==> config.mk <==
export PLATFORM = sky130hd
export DESIGN_NAME = alu_issue
export DESIGN_NICKNAME = d
export VERILOG_FILES = /design/src/rtl/alu_issue.sv
export SDC_FILE = /design/constraint.sdc
export NUM_CORES = 1
export LEC_CHECK = 0
export CORE_AREA = 2 2 129 131
export CTS_CLUSTER_DIAMETER = 40
export DETAILED_ROUTE_END_ITERATION = 6
export DIE_AREA = 0 0 131 133
export PLACE_DENSITY = 0.74
export SYNTH_ARGS = -nofsm -noshare
export SYNTH_HDL_FRONTEND = slang
export SYNTH_SLANG_ARGS = --single-unit
==> constraint.sdc <==
create_clock -name clk -period 2.85 [get_ports clk]
set_input_delay 0.7125 -clock clk [delete_from_list [all_inputs] [get_ports clk]]
set_output_delay 0.7125 -clock clk [all_outputs]
set_load 0.05 [all_outputs]
==> src/rtl/alu_issue.sv <==
// Single-issue SPARC v8 integer sequencer: latches one format-3/SETHI instruction,
// reads operands, drives an external registered ALU and retires to the register file.
module alu_issue (
  input  logic        clk,
  input  logic        rst,
  input  logic        inst_valid,
  output logic        inst_ready,
  input  logic [31:0] inst,
  output logic [4:0]  rs1_addr,
  output logic [4:0]  rs2_addr,
  input  logic [31:0] rs1_data,
  input  logic [31:0] rs2_data,
  output logic        wb_en,
  output logic [4:0]  wb_addr,
  output logic [31:0] wb_data,
  output logic [31:0] alu_r1,
  output logic [31:0] alu_r2,
  output logic [6:0]  alu_instruction,
  output logic        alu_operate,
  input  logic [31:0] alu_rd,
  input  logic [3:0]  alu_icc,
  input  logic [31:0] alu_y,
  input  logic        alu_dbz,
  input  logic        alu_tof,
  output logic [3:0]  icc,
  output logic [31:0] y,
  output logic        done,
  output logic        trap_valid,
  output logic [1:0]  trap_type
);

  localparam int unsigned CODE_W = 7;

  localparam logic [1:0] S_IDLE   = 2'd0;
  localparam logic [1:0] S_ISSUE  = 2'd1;
  localparam logic [1:0] S_RESULT = 2'd2;
  localparam logic [1:0] S_CLEAR  = 2'd3;

  localparam logic [CODE_W-1:0] CODE_CLEAR = CODE_W'(36);

  logic [1:0]        state_q, state_d;
  logic [31:0]       inst_q;
  logic [CODE_W-1:0] code;
  logic              legal, is_sethi, is_shift, is_div, is_tv, cc_op, y_op;
  logic [5:0]        op3;
  logic [31:0]       op2_sel;
  logic              icc_ld, y_ld;

  // ALU dbz flag is redundant: divisor is checked before issue
  logic unused_ok;
  assign unused_ok = alu_dbz;

  assign op3      = inst_q[24:19];
  assign is_sethi = (inst_q[31:30] == 2'b00) && (inst_q[24:22] == 3'b100);
  assign rs1_addr = inst_q[18:14];
  assign rs2_addr = inst_q[4:0];
  assign wb_addr  = inst_q[29:25];

  // op3 -> ALU operation code
  always_comb begin
    code  = '0;
    legal = 1'b0;
    if (inst_q[31:30] == 2'b10) begin
      legal = 1'b1;
      case (op3)
        6'h00: code = CODE_W'(14);
        6'h01: code = CODE_W'(1);
        6'h02: code = CODE_W'(3);
        6'h03: code = CODE_W'(7);
        6'h04: code = CODE_W'(20);
        6'h06: code = CODE_W'(5);
        6'h07: code = CODE_W'(9);
        6'h08: code = CODE_W'(16);
        6'h0A: code = CODE_W'(27);
        6'h0B: code = CODE_W'(31);
        6'h0C: code = CODE_W'(22);
        6'h0E: code = CODE_W'(29);
        6'h0F: code = CODE_W'(33);
        6'h10: code = CODE_W'(15);
        6'h11: code = CODE_W'(2);
        6'h12: code = CODE_W'(4);
        6'h13: code = CODE_W'(8);
        6'h14: code = CODE_W'(21);
        6'h16: code = CODE_W'(6);
        6'h17: code = CODE_W'(10);
        6'h18: code = CODE_W'(17);
        6'h1A: code = CODE_W'(28);
        6'h1B: code = CODE_W'(32);
        6'h1C: code = CODE_W'(23);
        6'h1E: code = CODE_W'(30);
        6'h1F: code = CODE_W'(34);
        6'h20: code = CODE_W'(18);
        6'h21: code = CODE_W'(24);
        6'h22: code = CODE_W'(19);
        6'h23: code = CODE_W'(25);
        6'h24: code = CODE_W'(26);
        6'h25: code = CODE_W'(11);
        6'h26: code = CODE_W'(12);
        6'h27: code = CODE_W'(13);
        default: legal = 1'b0;
      endcase
    end
  end

  // Operation classes used by sequencing and architectural-state updates
  always_comb begin
    is_shift = 1'b0;
    is_div   = 1'b0;
    is_tv    = 1'b0;
    cc_op    = 1'b0;
    y_op     = 1'b0;
    case (code)
      CODE_W'(11), CODE_W'(12), CODE_W'(13): is_shift = 1'b1;
      default: ;
    endcase
    case (code)
      CODE_W'(29), CODE_W'(30), CODE_W'(33), CODE_W'(34): is_div = 1'b1;
      default: ;
    endcase
    case (code)
      CODE_W'(19), CODE_W'(25): is_tv = 1'b1;
      default: ;
    endcase
    case (code)
      CODE_W'(2),  CODE_W'(4),  CODE_W'(6),  CODE_W'(8),  CODE_W'(10),
      CODE_W'(15), CODE_W'(17), CODE_W'(18), CODE_W'(19), CODE_W'(21),
      CODE_W'(23), CODE_W'(24), CODE_W'(25), CODE_W'(26), CODE_W'(28),
      CODE_W'(30), CODE_W'(32), CODE_W'(34): cc_op = 1'b1;
      default: ;
    endcase
    case (code)
      CODE_W'(26), CODE_W'(27), CODE_W'(28), CODE_W'(31), CODE_W'(32): y_op = 1'b1;
      default: ;
    endcase
  end

  assign op2_sel = inst_q[13] ? {{19{inst_q[12]}}, inst_q[12:0]} : rs2_data;
  assign alu_r1  = rs1_data;
  assign alu_r2  = is_shift ? {27'd0, op2_sel[4:0]} : op2_sel;

  always_ff @(posedge clk or negedge rst) begin
    if (!rst) state_q <= S_IDLE;
    else      state_q <= state_d;
  end

  // Next state and per-state strobes
  always_comb begin
    state_d         = state_q;
    inst_ready      = 1'b0;
    alu_operate     = 1'b0;
    alu_instruction = '0;
    done            = 1'b0;
    wb_data         = '0;
    trap_valid      = 1'b0;
    trap_type       = 2'd0;
    icc_ld          = 1'b0;
    y_ld            = 1'b0;
    case (state_q)
      S_IDLE: begin
        inst_ready = 1'b1;
        if (inst_valid) state_d = S_ISSUE;
      end
      S_ISSUE: begin
        alu_instruction = code;
        state_d         = S_IDLE;
        if (is_sethi) begin
          wb_data = {inst_q[21:0], 10'd0};
          done    = 1'b1;
        end else if (!legal) begin
          trap_valid = 1'b1;
          trap_type  = 2'd1;
        end else if (is_div && (alu_r2 == 32'd0)) begin
          trap_valid = 1'b1;
          trap_type  = 2'd2;
        end else begin
          alu_operate = 1'b1;
          state_d     = S_RESULT;
        end
      end
      S_RESULT: begin
        alu_instruction = code;
        if (is_tv && alu_tof) begin
          trap_valid = 1'b1;
          trap_type  = 2'd3;
          state_d    = S_CLEAR;
        end else begin
          wb_data = alu_rd;
          done    = 1'b1;
          icc_ld  = cc_op;
          y_ld    = y_op;
          state_d = S_IDLE;
        end
      end
      default: begin
        alu_operate     = 1'b1;
        alu_instruction = CODE_CLEAR;
        state_d         = S_IDLE;
      end
    endcase
  end

  // %g0 is hard-wired zero, so its writes are dropped while still retiring
  assign wb_en = done && (wb_addr != 5'd0);

  always_ff @(posedge clk or negedge rst) begin
    if (!rst) begin
      inst_q <= '0;
      icc    <= '0;
      y      <= '0;
    end else begin
      if (inst_ready && inst_valid) inst_q <= inst;
      if (icc_ld) icc <= alu_icc;
      if (y_ld)   y   <= alu_y;
    end
  end

endmodule
; ---- Yosys cells after proc, flatten, opt, wreduce, memory -nomap -nowiden
; Index checks and enable logic that the tools add are counted.
[totals]
inputBits = 169
reg_bits = 70
word_cells = 127
out_inout_bits = 161
[classes]
n_reduce_logical = 18
eq_ne = 63
n_mux = 42
[op_table]
columns = op, count
row1 = 6-bit case mux with 34 select lines, 1
row2 = 32-bit 2-to-1 mux, 4
row3 = "7-bit by 5-bit == test with 1-bit output, second input constant", 13
row4 = "6-bit by 5-bit == test with 1-bit output, second input constant", 13
row5 = 32-bit case mux with 2 select lines, 1
row6 = "6-bit == test, second input constant", 8
row7 = "7-bit by 4-bit == test with 1-bit output, second input constant", 6
row8 = "6-bit by 4-bit == test with 1-bit output, second input constant", 6
row9 = 34-bit OR reduction, 1
row10 = 32-bit zero test, 1
row11 = "7-bit by 6-bit == test with 1-bit output, second input constant", 3
row12 = 1-bit 2-to-1 mux, 21
row13 = "6-bit by 3-bit == test with 1-bit output, second input constant", 3
row14 = 18-bit OR reduction, 1
row15 = 2-bit 2-to-1 mux, 8
row16 = "7-bit by 3-bit == test with 1-bit output, second input constant", 2
row17 = 7-bit case mux with 2 select lines, 1
row18 = "6-bit by 2-bit == test with 1-bit output, second input constant", 2
row19 = "7-bit by 2-bit == test with 1-bit output, second input constant", 1
row20 = 7-bit 2-to-1 mux, 1
row21 = "6-bit by 1-bit == test with 1-bit output, second input constant", 1
row22 = 6-bit zero test, 1
row23 = 1-bit case mux with 2 select lines, 3
row24 = 2-bit case mux with 3 select lines, 1
row25 = 12 further kinds, 20

; ---- Depth between registers and ports, before layout
; Gate-level depths: netlist of the first run.
[depth]
depth_word = 13
ltp_mapped = 10
depth_no_buf = 7

; ---- Least setup slack after synthesis of the first run
; Ideal clock, no wire load.
[synth_timing]
kind = reg2out
start = register inst_q[20]
end = output trap_type[1]
setup_slack_ns = -0.788
stages_incl_launch_ff = 9
t_arrival_ns = 2.925
path_buffers = 2
t_required_ns = 2.138
cell_sequence = dfrtp_1 > buf_2 > buf_2 > or3_1 > a21oi_1 > o21ai_1 > a21oi_2 > o211ai_1 > a21boi_0
[synth_via]
elab_chain_len = 13
elab_cells_between_ends = 63
classes_between = eq/ne (42) / mux (13) / reduce/logical (8)
[synth_rtl]
columns = item, line
row1 = from (decl), 42  ; logic [31:0] inst_q;
row2 = from (signal assigned), 211  ; if (inst_ready && inst_valid) inst_q <= inst;
row3 = 6-bit == test (tied with other cells), 65  ; case (op3)
row4 = 6-bit case mux with 34 select lines, 65
row5 = 7-bit 2-to-1 mux, 63  ; if (inst_q[31:30] == 2'b10) begin
row6 = 7-bit by 4-bit == test with 1-bit output, 112  ; case (code)
row7 = 3-bit OR reduction, 112
row8 = 1-bit 2-to-1 mux, 112
row9 = 32-bit 2-to-1 mux, 139  ; assign alu_r2 = is_shift ? {27'd0, op2_sel[4:0]} : op2_sel;
row10 = 32-bit zero test, 172  ; end else if (is_div && (alu_r2 == 32'd0)) begin
row11 = 1-bit logical AND, 172
row12 = 2-bit 2-to-1 mux, 172
row13 = 2-bit 2-to-1 mux, 169  ; end else if (!legal) begin
row14 = 2-bit 2-to-1 mux, 166  ; if (is_sethi) begin
row15 = 2-bit case mux with 2 select lines (*), 158  ; case (state_q)
row16 = to (decl), 29  ; output logic [1:0] trap_type
; Mark *: on every way between the ends. The rest lies on a longest branch, timed or not.

; ---- Worst setup path in the final report of the first run
[layout_timing]
start = register inst_q[22]
end = output trap_type[1]
; Same word-level chain as after synthesis.

==> qor.log, run 1 <==
INFO  outcome        run_status=finished, violations left
INFO  outcome        failed_checks=setup timing
INFO  setup_path     timing.critical_path.fanout_max=8
INFO  setup_path     worst-setup-path-type=register to output pin
INFO  power_and_ir_drop power.density=1090mW/mm2
INFO  setup_path     crit_chain=nor2b_4 > a211o_1 > a22oi_2 > o21ai_2 > a21oi_4 > o211ai_1 > a21boi_2 > buf_12
INFO  layout         fin_nets=953
INFO  power_and_ir_drop sw_frac_of_total=0.476
INFO  synth          ys_ff_latch=70
INFO  synth          synthTopCellsByArea=sky130_fd_sc_hd__dfrtp_1 (36%), sky130_fd_sc_hd__mux2_2 (10%), sky130_fd_sc_hd__mux2_4 (9.2%), sky130_fd_sc_hd__buf_4 (7.7%), sky130_fd_sc_hd__a22o_1 (4.1%)
INFO  floorplanning  die_x=131um
INFO  routing        postRouteWirelength=19700um
INFO  synth          synth_warnings=0
INFO  sta            max_freq=310MHz
INFO  floorplanning  ios=330
INFO  synth          library_cell_with_the_highest_instance_count_after_synthesis=sky130_fd_sc_hd__dfrtp_1
INFO  synth          seq_area_frac_synth=0.358
INFO  clock_tree     postCtsHoldBufs=0
INFO  synth          ys_async_sr_fraction=1.00
INFO  setup_path     required=2140ps
INFO  clock_tree     tritoncts_clock_tree=done
INFO  sta            layout_worst_path_cycle_share=1.13
INFO  clock_tree     cts-buffers-inserted=9
INFO  routing        drt.antenna.violating_nets=0
INFO  floorplanning  die_height=133um
INFO  power_and_ir_drop pwr-share-clk=0.093
INFO  power_and_ir_drop seq_power_share=0.152
INFO  clock_tree     clk_pin_slew=60ps
INFO  synth          yosysTopAreaCellShare=0.358
INFO  placed_design  hpwl=15100um
INFO  clock_tree     cts.sinks=70
INFO  layout         flow.area_growth_from_synthesis=105%
INFO  synth          synthCells=473
INFO  floorplanning  row_count=47
INFO  floorplanning  core_region_area=0.0162mm2
INFO  routing        routed_wire_length_per_instance=19.6um
INFO  setup_path     r2r-start=inst_q[19]$_DFFE_PN0P_
INFO  sta            report.final.hold_viol_count=0
INFO  clock_tree     worstSkewPairLatency=330ps
INFO  placed_design  place_ws=-910ps
INFO  floorplanning  initial_core_utilization=0.303
INFO  setup_path     crit_path_start=inst_q[22]$_DFFE_PN0P_
INFO  power_and_ir_drop power.net_switching=5.23mW
INFO  clock_tree     clk_root_buffer_cell=sky130_fd_sc_hd__clkbuf_16
INFO  sta            finalSetupViolations=65
INFO  floorplanning  die_area=0.0174mm2
INFO  global_routing grt_start_max_net_pins=71
INFO  layout         antennaDiodeCount=0
INFO  layout         post-route-util=0.621
INFO  routing        drt_pass1_iterations=4
INFO  synth          post-synth-top-area-cell=sky130_fd_sc_hd__dfrtp_1
INFO  sta            worst_clock_skew=5.94ps
INFO  sta            rsz0062_at_grt=yes
INFO  synth          synth_top_flop_cell=sky130_fd_sc_hd__dfrtp_1
INFO  sta            timing.max_slew.rel_slack=0.422
INFO  setup_path     crit_path_start_kind=register
INFO  routing        drt_iter0_markers=126
INFO  setup_path     critical_path.slowest_cell=sky130_fd_sc_hd__dfrtp_2
INFO  layout         multi_input_combinational_cell_area=0.00333mm2
INFO  synth          netlist_area=0.00490mm2
INFO  routing        vias_per_cell=4.88
INFO  setup_path     timing.critical_path.arrival=2510ps
INFO  global_routing leftover_overflow_at_the_end_of_global_routing=0
INFO  placed_design  final_weighted_congestion_in_routability_driven_placement=0.942
INFO  synth          ys_top_cells_by_count=sky130_fd_sc_hd__dfrtp_1 (70), sky130_fd_sc_hd__buf_4 (50), sky130_fd_sc_hd__mux2_2 (44)
INFO  synth          post_synth_num_cell_types=62
INFO  placed_design  io_buffer_count=263
INFO  power_and_ir_drop cellInternalPower=5.75mW
INFO  clock_tree     cts-root-to-sink-buffers=2
INFO  clock_tree     h-tree-depth=3
INFO  routing        drcViolationCount=0
INFO  setup_path     critical_path.endpoint_type=output pin
INFO  setup_path     max_stage_delay=490ps
INFO  global_routing via_count_of_the_first_global_routing_pass=5289
INFO  setup_path     rr_endpoint=y[1]$_DFFE_PN0P_
INFO  power_and_ir_drop share_comb_of_total_power=0.756
INFO  setup_path     ff2ff_setup_slack=90ps
INFO  sta            post-route-worst-setup-slack=-374ps
INFO  layout         sequential_cell_area=0.00176mm2
INFO  synth          synthesis.area_per_instance=10.4um2
INFO  routing        via_count=4896
INFO  global_routing grt_first_pass_wirelength=29400um
INFO  flow_run       max-cap-violations=0
INFO  setup_path     crit_end=trap_type[1]
INFO  setup_path     cp_num_cells=8
INFO  layout         filler_cell_count=1243
INFO  setup_path     rr_worst_depth=11
INFO  setup_path     critical-path-top-delay-family=compound AO/OA/AOI/OAI gates
INFO  global_routing grt_antenna_before_repair=0
INFO  worst_hold_path worst_hold_path_type=primary input to async pin
INFO  synth          synth.net_count=647
INFO  power_and_ir_drop power.ir.vdd_worst=0.000568V
INFO  sta            worst_pin_slew=866ps
INFO  layout         drive_above_1_share=0.534
INFO  synth          synth-edff-count=0
INFO  sta            period_minus_ws_final=3220ps
INFO  setup_path     critical_path.n_buffers_inverters=1
INFO  global_routing track_usage=0.220
INFO  sta            finalMaxSlewViolations=0
INFO  power_and_ir_drop cellLeakagePower=4.32nW
[layer usage]
layer	track usage	routed length, um	share of wire	up-vias
li1	-	-	-	2278
met1	0.261	7660	0.39	2367
met2	0.382	10100	0.51	198
met3	0.0505	1280	0.065	53
met4	0.0845	624	0.032	0
met5	0	0	0	-
[cell families after synthesis]
family,Yosys count,synth area share
xor gates and xnor gates,2,0.00358
and+or+nand+nor,119,0.141
muxes,83,0.211
DFF,70,0.358
buffers and inverters,90,0.119
AOI/OAI and AO/OA,103,0.154
adders and majority gates,5,0.0128
other,1,0.000765
[worst min path at each step]
stage	cells after the start	to	slack, ps
6_report	1	inst_q[14]$_DFFE_PN0P_	490
5_1_grt	1	icc[0]$_DFFE_PN0P_	530
4_1_cts	1	icc[1]$_DFFE_PN0P_	500
3_5_place_dp	1	icc[1]$_DFFE_PN0P_	490
3_3_place_gp	1	icc[0]$_DFFE_PN0P_	490
2_1_floorplan	0	icc[0]$_DFFE_PN0P_	420
[timing repair]
action                                  in CTS  in global routing
endpoints found under the setup margin      71                 68
buffers inserted                            11                 10
gates resized for setup                    164                 75
gates cloned                                 3                  3
pin swaps                                   25                 38
[flip-flops by register name, indices dropped and copies added (netlist names)]
| name | cells |
|---|---|
| state_q | 2 |
| inst_q | 32 |
| icc | 4 |
| y | 32 |
[power by group through the flow]
stage                     Combinational, mW  Clock, mW  Sequential (mW)
after floorplan                        4.21          0             1.78
after global placement                 7.39          0             1.61
after detailed placement               7.43          0             1.63
after CTS                              7.97       1.05             1.64
after global routing                   8.64       1.10             1.71
final                                  8.29       1.02             1.67
[cell type report]
class / instances / area share
Timing Repair Buffer: 377 / 0.435
Multi-Input combinational cell: 313 / 0.332
Sequential cell: 70 / 0.175
Tap cell: 220 / 0.0274
Clock buffer: 10 / 0.0228
Clock inverter: 6 / 0.00461
Inverter: 8 / 0.00349
[through the flow]
stage          power, mW  cells  TNS [ps]  hold WS (ps)  area (um2)
2_1_floorplan       6.00    473     -3150           417        5120
3_3_place_gp        9.00    964     -4700           490        8890
3_5_place_dp        9.06    964     -4780           492        8890
4_1_cts             10.7    993    -10940           504        9700
5_1_grt             11.5   1004    -24040           526       10000
6_report            11.0   1004    -17800           488       10000
[cells in the final DEF, fill, tap and decap left out, types with 10 or more instances in the layout]
cell and count:
sky130_fd_sc_hd__buf_12 75, sky130_fd_sc_hd__buf_6 24, sky130_fd_sc_hd__a21oi_4 21, sky130_fd_sc_hd__nor2_4 10, sky130_fd_sc_hd__and2_4 10, sky130_fd_sc_hd__nor2_1 11, sky130_fd_sc_hd__a22o_4 14, sky130_fd_sc_hd__dfrtp_1 66
sky130_fd_sc_hd__nand2b_1 25, sky130_fd_sc_hd__buf_4 82, sky130_fd_sc_hd__a21oi_1 10, sky130_fd_sc_hd__mux2_4 31, sky130_fd_sc_hd__nand2_1 10, sky130_fd_sc_hd__mux2_2 43, sky130_fd_sc_hd__clkdlybuf4s50_1 159, sky130_fd_sc_hd__clkbuf_16 10
(Power assumes the default switching activity.)
==> run 2: changes to the inputs <==
CAP_MARGIN = 20   (was not set)
==> results of run 2 <==
The final DEF is identical to that of run 1; final timing and power are the same.
